`src/rtl/ring_mon_pkg.sv`:
```
// Shared types and helpers for the ring phase monitor: FSM state encoding,
// one-step ring rotation and one-hot test on a width-capped vector.
package ring_mon_pkg;

  localparam int unsigned RING_MAX_W  = 32;
  localparam int unsigned RING_MAX_IW = $clog2(RING_MAX_W);

  typedef enum logic [1:0] {
    SYNC,
    TRACK,
    FAULT
  } ring_mon_state_t;

  // Rotates the low n bits of vec left by one (bit i -> i+1, bit n-1 -> 0).
  function automatic logic [RING_MAX_W-1:0] rotl1(input logic [RING_MAX_W-1:0] vec,
                                                  input int unsigned n);
    logic [RING_MAX_W-1:0] r;
    r = '0;
    for (int unsigned i = 0; i < RING_MAX_W; i++) begin
      if (i < n) begin
        r[RING_MAX_IW'((i + 1) % n)] = vec[RING_MAX_IW'(i)];
      end
    end
    return r;
  endfunction

  function automatic logic is_onehot(input logic [RING_MAX_W-1:0] vec);
    return (vec != '0) && ((vec & (vec - 1'b1)) == '0);
  endfunction

endpackage

```
`src/rtl/onehot_to_bin.sv`:
```
// Combinational one-hot to binary encoder; non-one-hot inputs give the OR of
// the set bit indices and are screened out by the caller.
module onehot_to_bin #(
  parameter int unsigned N = 3
) (
  input  logic [N-1:0]         vec,
  output logic [$clog2(N)-1:0] bin
);

  localparam int unsigned IDX_W = $clog2(N);

  always_comb begin
    bin = '0;
    for (int unsigned i = 0; i < N; i++) begin
      if (vec[i]) begin
        bin = bin | IDX_W'(i);
      end
    end
  end

endmodule

```
`src/rtl/ring_phase_monitor.sv`:
```
// Tracks a one-hot ring counter: encodes phase, checks rotation order, counts
// revolutions, flags sticky errors. Define RING_MON_REV_SAT_EN to saturate rev_count.
module ring_phase_monitor
  import ring_mon_pkg::*;
#(
  parameter int unsigned N     = 3,
  parameter int unsigned REV_W = 8
) (
  input  logic                 clk,
  input  logic                 reset,
  input  logic                 en,
  input  logic [N-1:0]         ring_in,
  input  logic                 clr_err,
  output logic [$clog2(N)-1:0] phase_idx,
  output logic                 phase_valid,
  output logic                 rev_tick,
  output logic [REV_W-1:0]     rev_count,
  output logic                 err_onehot,
  output logic                 err_seq
);

  localparam int unsigned IDX_W = $clog2(N);

  ring_mon_state_t  state;
  logic [N-1:0]     prev;
  logic [IDX_W-1:0] in_idx;
  logic             in_onehot;
  logic             in_next;
  logic             sample;
  logic             bad_onehot;
  logic             bad_seq;
  logic [REV_W-1:0] rev_next;

  onehot_to_bin #(.N(N)) u_enc (
    .vec (ring_in),
    .bin (in_idx)
  );

  always_comb begin
    in_onehot  = is_onehot(RING_MAX_W'(ring_in));
    in_next    = (ring_in == N'(rotl1(RING_MAX_W'(prev), N)));
    sample     = en && (state != FAULT);
    bad_onehot = sample && !in_onehot;
    bad_seq    = sample && in_onehot && (state == TRACK) && !in_next;
`ifdef RING_MON_REV_SAT_EN
    rev_next   = (rev_count == '1) ? rev_count : rev_count + 1'b1;
`else
    rev_next   = rev_count + 1'b1;
`endif
  end

  always_ff @(posedge clk) begin
    if (reset) begin
      state       <= SYNC;
      prev        <= '0;
      phase_idx   <= '0;
      phase_valid <= 1'b0;
      rev_tick    <= 1'b0;
      rev_count   <= '0;
      err_onehot  <= 1'b0;
      err_seq     <= 1'b0;
    end else begin
      rev_tick <= 1'b0;
      if (clr_err) begin
        // Clear and a same-cycle detection: the new error survives the clear.
        err_onehot  <= bad_onehot;
        err_seq     <= bad_seq;
        rev_count   <= '0;
        phase_valid <= 1'b0;
        state       <= SYNC;
      end else if (sample) begin
        if (bad_onehot || bad_seq) begin
          err_onehot <= err_onehot | bad_onehot;
          err_seq    <= err_seq | bad_seq;
          if (state == TRACK) begin
            phase_valid <= 1'b0;
            state       <= FAULT;
          end
        end else begin
          prev        <= ring_in;
          phase_idx   <= in_idx;
          phase_valid <= 1'b1;
          state       <= TRACK;
          // A legal step landing on phase 0 can only have come from N-1.
          if (state == TRACK && ring_in[0]) begin
            rev_tick  <= 1'b1;
            rev_count <= rev_next;
          end
        end
      end
    end
  end

endmodule

```
`config.mk`:
```
export PLATFORM = sky130hd
export DESIGN_NAME = ring_phase_monitor
export DESIGN_NICKNAME = d
export VERILOG_FILES = /design/src/rtl/ring_mon_pkg.sv /design/src/rtl/onehot_to_bin.sv /design/src/rtl/ring_phase_monitor.sv
export SDC_FILE = /design/constraint.sdc
export NUM_CORES = 1
export LEC_CHECK = 0
export BUFFER_PORTS_ARGS = -buffer_cell sky130_fd_sc_hd__buf_2
export CAP_MARGIN = 20
export CORE_MARGIN = 2
export CORE_UTILIZATION = 55
export DETAILED_ROUTE_END_ITERATION = 6
export PLACE_DENSITY = 0.81
export SLEW_MARGIN = 20
export SYNTH_ARGS = -nofsm -noshare
export SYNTH_HDL_FRONTEND = slang
export SYNTH_SLANG_ARGS = --single-unit
```
`constraint.sdc`:
```
create_clock -name clk -period 2.65 [get_ports clk]
set_clock_uncertainty 0.05 [all_clocks]
set_input_delay 0.53 -clock clk [delete_from_list [all_inputs] [get_ports clk]]
set_output_delay 0.53 -clock clk [all_outputs]
set_load 0.02 [all_outputs]
```
; ---- Yosys cells after proc, flatten, opt, wreduce, memory -nomap -nowiden
; Index checks and enable logic that the tools add are counted.
[totals]
register_bits = 19
in_bits = 7
out_inout_bits = 14
elab_cells = 53
[classes]
addsub = 2
eq_ne = 4
n_mux = 13
bitwise_logic = 6
n_reduce_logical = 20
[op_table]
columns = op, count
row1 = 3-bit by 32-bit AND with 32-bit output, 1
row2 = 32-bit zero test, 1
row3 = 1-bit two-way mux, 10
row4 = 8-bit by 1-bit adder with 8-bit output (second input constant), 1
row5 = 1-bit logical AND, 7
row6 = 2-bit two-way mux, 3
row7 = 3-bit AND reduction, 2
row8 = 2-bit != test (second input constant), 2
row9 = 2-bit AND reduction, 2
row10 = 2-bit nonzero test, 2
row11 = 4-bit OR reduction, 1
row12 = 3-bit by 1-bit subtractor with 4-bit output (second input constant), 1
row13 = 3-bit equality test, 1
row14 = 1-bit NOT, 3
row15 = 3-bit nonzero test, 1
row16 = 2-bit by 1-bit equality test with 1-bit output (second input constant), 1
row17 = 1-bit zero test, 2
row18 = 1-bit OR, 2
row19 = 2-bit OR reduction, 1
row20 = 1-bit logical OR, 1

; ---- Longest topological paths before layout
[depth]
word_depth = 11
depth_mapped = 5
depth_no_buf = 4

; ---- Hierarchy
; A second synthesis with hierarchy kept.
[unflattened]
cells_unflattened = 104
hier_area_um2 = 935.9
[by_module_without_submodules]
columns = mod, instances, cells_per_inst, area_per_inst_um2, seq_area_each_um2
row1 = ring_phase_monitor, 1, 102, 920.9, 360.3
row2 = onehot_to_bin, 1, 2, 15.0, 0.0

; ---- Least setup slack after synthesis
; OpenSTA, ideal clock, no wires.
[synth_timing]
kind = input to register
startpoint = in ring_in[0]
endpoint = reg rev_count[7]
arrival_time_ns = 1.581
path_slack_ns = 0.948
cell_stages = 5
path_buffers = 1
cell_sequence = xnor2_1 -> nand3_2 -> buf_6 -> nor4_1 -> mux2i_1
[synth_via]
elab_chain_cells = 10
[synth_rtl]
columns = item, line
row1 = from (decl), ring_phase_monitor.sv:12  ; input logic [N-1:0] ring_in,
row2 = 3-bit by 1-bit subtractor with 4-bit output, ring_mon_pkg.sv:28  ; return (vec != '0) && ((vec & (vec - 1'b1)) == '0);
row3 = 3-bit by 32-bit AND with 32-bit output, ring_mon_pkg.sv:28
row4 = 32-bit zero test, ring_mon_pkg.sv:28
row5 = 1-bit logical AND, ring_mon_pkg.sv:28
row6 = 1-bit logical AND (3 in a row), ring_phase_monitor.sv:44  ; bad_seq = sample && in_onehot && (state == TRACK) && !in_next;
row7 = 1-bit logical OR, ring_phase_monitor.sv:72  ; if (bad_onehot || bad_seq) begin
row8 = 1-bit NOT (no line), -
row9 = 3-bit AND reduction (no line) (*), -
row10 = to (signal assigned), ring_phase_monitor.sv:87  ; rev_count <= rev_next;
row11 = to (decl), ring_phase_monitor.sv:17  ; output logic [REV_W-1:0] rev_count,
; Every way passes the cells marked *; elsewhere a longest branch is shown, timed or not.
; A chain may end at the register's enable or synchronous reset.

; ---- Worst setup path after layout
[layout_timing]
startpoint = in ring_in[0]
endpoint = reg rev_count[3]
; The elaborated chain is that of the path after synthesis.

==> reports/qor.csv <==
metric,value,unit
Root Driver,clkbuf_4,
postcts setup bufs,0,
worst skew pair latency,0.29,ns
RSZ-0062 raised after global routing,false,
status,completed,
CTS resizes,0,
required time of the critical path,2.82,ns
clock share of power,0.297,
DRC violations left,0,
Max Slew Vio Count,0,
period utilization,0.674,
worst path arrival time,1.96,ns
Ports,21,
smallest setup slack after layout,0.865,ns
synthesized net count,109,
Power Density,437,nW/um2
cell row count,14,
Worst-Margin Slew,0.460,ns
Internal Power,318,uW
final setup fails,0,
Cells after Synth,101,
worst hold path class,reg -> reg,
compound-cell area share of the yosys netlist,0.173,
GRT Overall Usage,0.199,
Critical Path Stages,5,
Synth area leaders,"dfxtp_1, a21oi_1, mux2i_1, nand2b_1, nand2_1",
sw frac,0.261,
"Cell Count, Final, Fillers Out",133,
count of nets after finishing,127,
die area,1950,um2
multiplexer area fraction after synthesis,0.0563,
share of the synthesized area in the top cell type,0.360,
R2R setup slack,0.87,ns
Hold Buf Count CTS,0,
initial DRC count,9,
remaining global-route overflow,0,
Fillers,136,
core area,1510,um2
CTS tree,yes,
final hold viol count,0,
P_sw,112,uW
"area leader, netlist",dfxtp_1,
Relative slew margins,0.691,
pin count of the biggest net entering global routing,19,
Tmin final,1.79,ns
routed vias/inst,5.65,
max_cap viols,0,
number of global-route vias before repair,659,
"Top FF cell, synth",dfxtp_1,
antenna cells,0,
Place WS,0.582,ns
initial antenna violation count,0,
die height,44.2,um
CP max-delay cell,or4_1,
Reg power frac,0.575,
clock-pin slew on the worst setup and hold paths,0.09,ns
TNS Setup,0,ns
worst vdd ir,0.000302,V
DR WL/cell,12.7,um
Area Overhead vs Synth,10.5,%
largest family of logic cells by synthesized area,simple AND/OR/NAND/NOR gates,
cells along the critical path,"buf_2, xnor2_1, nand3_2, or4_1, a21oi_1",
global-route wire length before repair,2880,um
Lkg Pwr,0.000379,uW
Placer Congestion,0.840,
Hold WS,0.412,ns
share of layout cells above drive strength 1,0.222,
Syn Area/Cell,8.81,um2
Hold Path Stages,2,
post-synthesis xor/xnor area fraction,0.0394,
Starting Density,0.591,
Critical Path Start Type,input port,
clock sink count,16,
Post-DP HPWL,1260,um
ys async rst share,0,
CP max FO,18,
critical path class,in -> reg,
via count,752,
Critical path buffers and inverters,1,
Post-synth EDFFs,0,
crit path capture type,register,
placed cell count,130,
sequential element share of the synthesized area,0.360,
drt pass-1 iters,4,
Comb pwr share,0.127,
Synth Area in Adders,0.0141,
die width,44.2,um
total CTS buffers,3,
Max Freq,560,MHz
yosys warns,0,
Final Util,0.653,
H-tree Lvls,1,
Netlist cell types,35,
post-route ant nets,0,
"slowest stage delay, CP",0.60,ns
Simple-Gate Fraction of Synth Area,0.286,
Crit path max-delay family,simple AND/OR/NAND/NOR gates,
Routed WL,1690,um
Post-Syn Area,890,um2
#FFs+latches synth,16,
clock tree buffer depth,2,
Buffers on Ports,20,
reg2reg path depth,4,
[power groups by stage]
stage          sequential (uW)  clock, uW  combinational [uW]
6_report                   247        128                54.7
5_1_grt                    248        142                60.4
3_5_place_dp               253          0                54.8
2_1_floorplan              254          0                40.5
4_1_cts                    247        130                54.9
3_3_place_gp               253          0                53.6
[worst min-delay path: stages, from the launching register on]
cell and delay [ns]:
dfxtp_1 0.32, nand2_1 0.05, a21oi_1 0.05
[layout by cell type (no fill, tap or decap), types with 2 or more instances in the layout]
cell type | synthesis | final
buf_2 | 0 | 20
dfxtp_1 | 16 | 16
a21oi_1 | 10 | 10
nand2_1 | 9 | 9
nand2b_1 | 7 | 7
mux2i_1 | 5 | 5
inv_1 | 4 | 4
or3_1 | 4 | 4
o31ai_1 | 4 | 4
or4_1 | 4 | 4
xnor2_1 | 3 | 3
o21ai_0 | 3 | 3
and3_1 | 3 | 3
clkbuf_4 | 0 | 3
nor2_1 | 2 | 2
nor4_1 | 2 | 2
nand4_1 | 2 | 2
[registers in the layout (all words and copies together), names as in the netlist]
signal / count
state: 2
phase_idx: 2
prev: 1
err_onehot: 1
rev_count: 8
rev_tick: 1
err_seq: 1
[per-stage QoR]
stage | instance area (um2) | total power, uW
finish | 983 | 430
global route | 983 | 451
CTS | 983 | 433
detailed placement | 961 | 308
global placement | 961 | 306
floorplan | 890 | 295
[path summary, 6_finish.rpt]
check | startpoint | endpoint
setup / recovery | ring_in[0] | rev_count[3]
hold / removal | err_seq | err_seq
setup reg to reg | phase_idx[1] | rev_count[3]
hold reg to reg | err_seq | err_seq
[area by class of cell]
cell class | count | area [um2] | share of cell area
tap | 16 | 20.0 | 0.0204
timing repair buffer | 20 | 100 | 0.102
clock buffer | 3 | 22.5 | 0.0229
inverter | 4 | 15.0 | 0.0153
sequential | 16 | 320 | 0.326
multi-input combinational | 74 | 505 | 0.514
[synth_stat cells, types with 3 or more instances]
master and count:
xnor2_1 3, nand2_1 9, or4_1 4, nand2b_1 7, dfxtp_1 16, o31ai_1 4
or3_1 4, a21oi_1 10, and3_1 3, o21ai_0 3, mux2i_1 5, inv_1 4
[logic make-up after synthesis]
kind of cell             after synthesis
flip-flops                            16
AO/OA/AOI/OAI                         22
XOR/XNOR                               4
buffers and inverters                 11
multiplexers                           5
AND/OR/NAND/NOR                       42
adder cells (fa/ha/maj)                1
[routing by layer]
metal  share of wire  vias to the layer above  global-route usage
met2            0.45                       15               0.300
met4           0.020                        0               0.109
met3           0.036                        6              0.0367
met5               0                        -                   0
li1                -                      396                   -
met1            0.49                      335               0.267
Note: power is estimated with default switching activity, not from simulation.
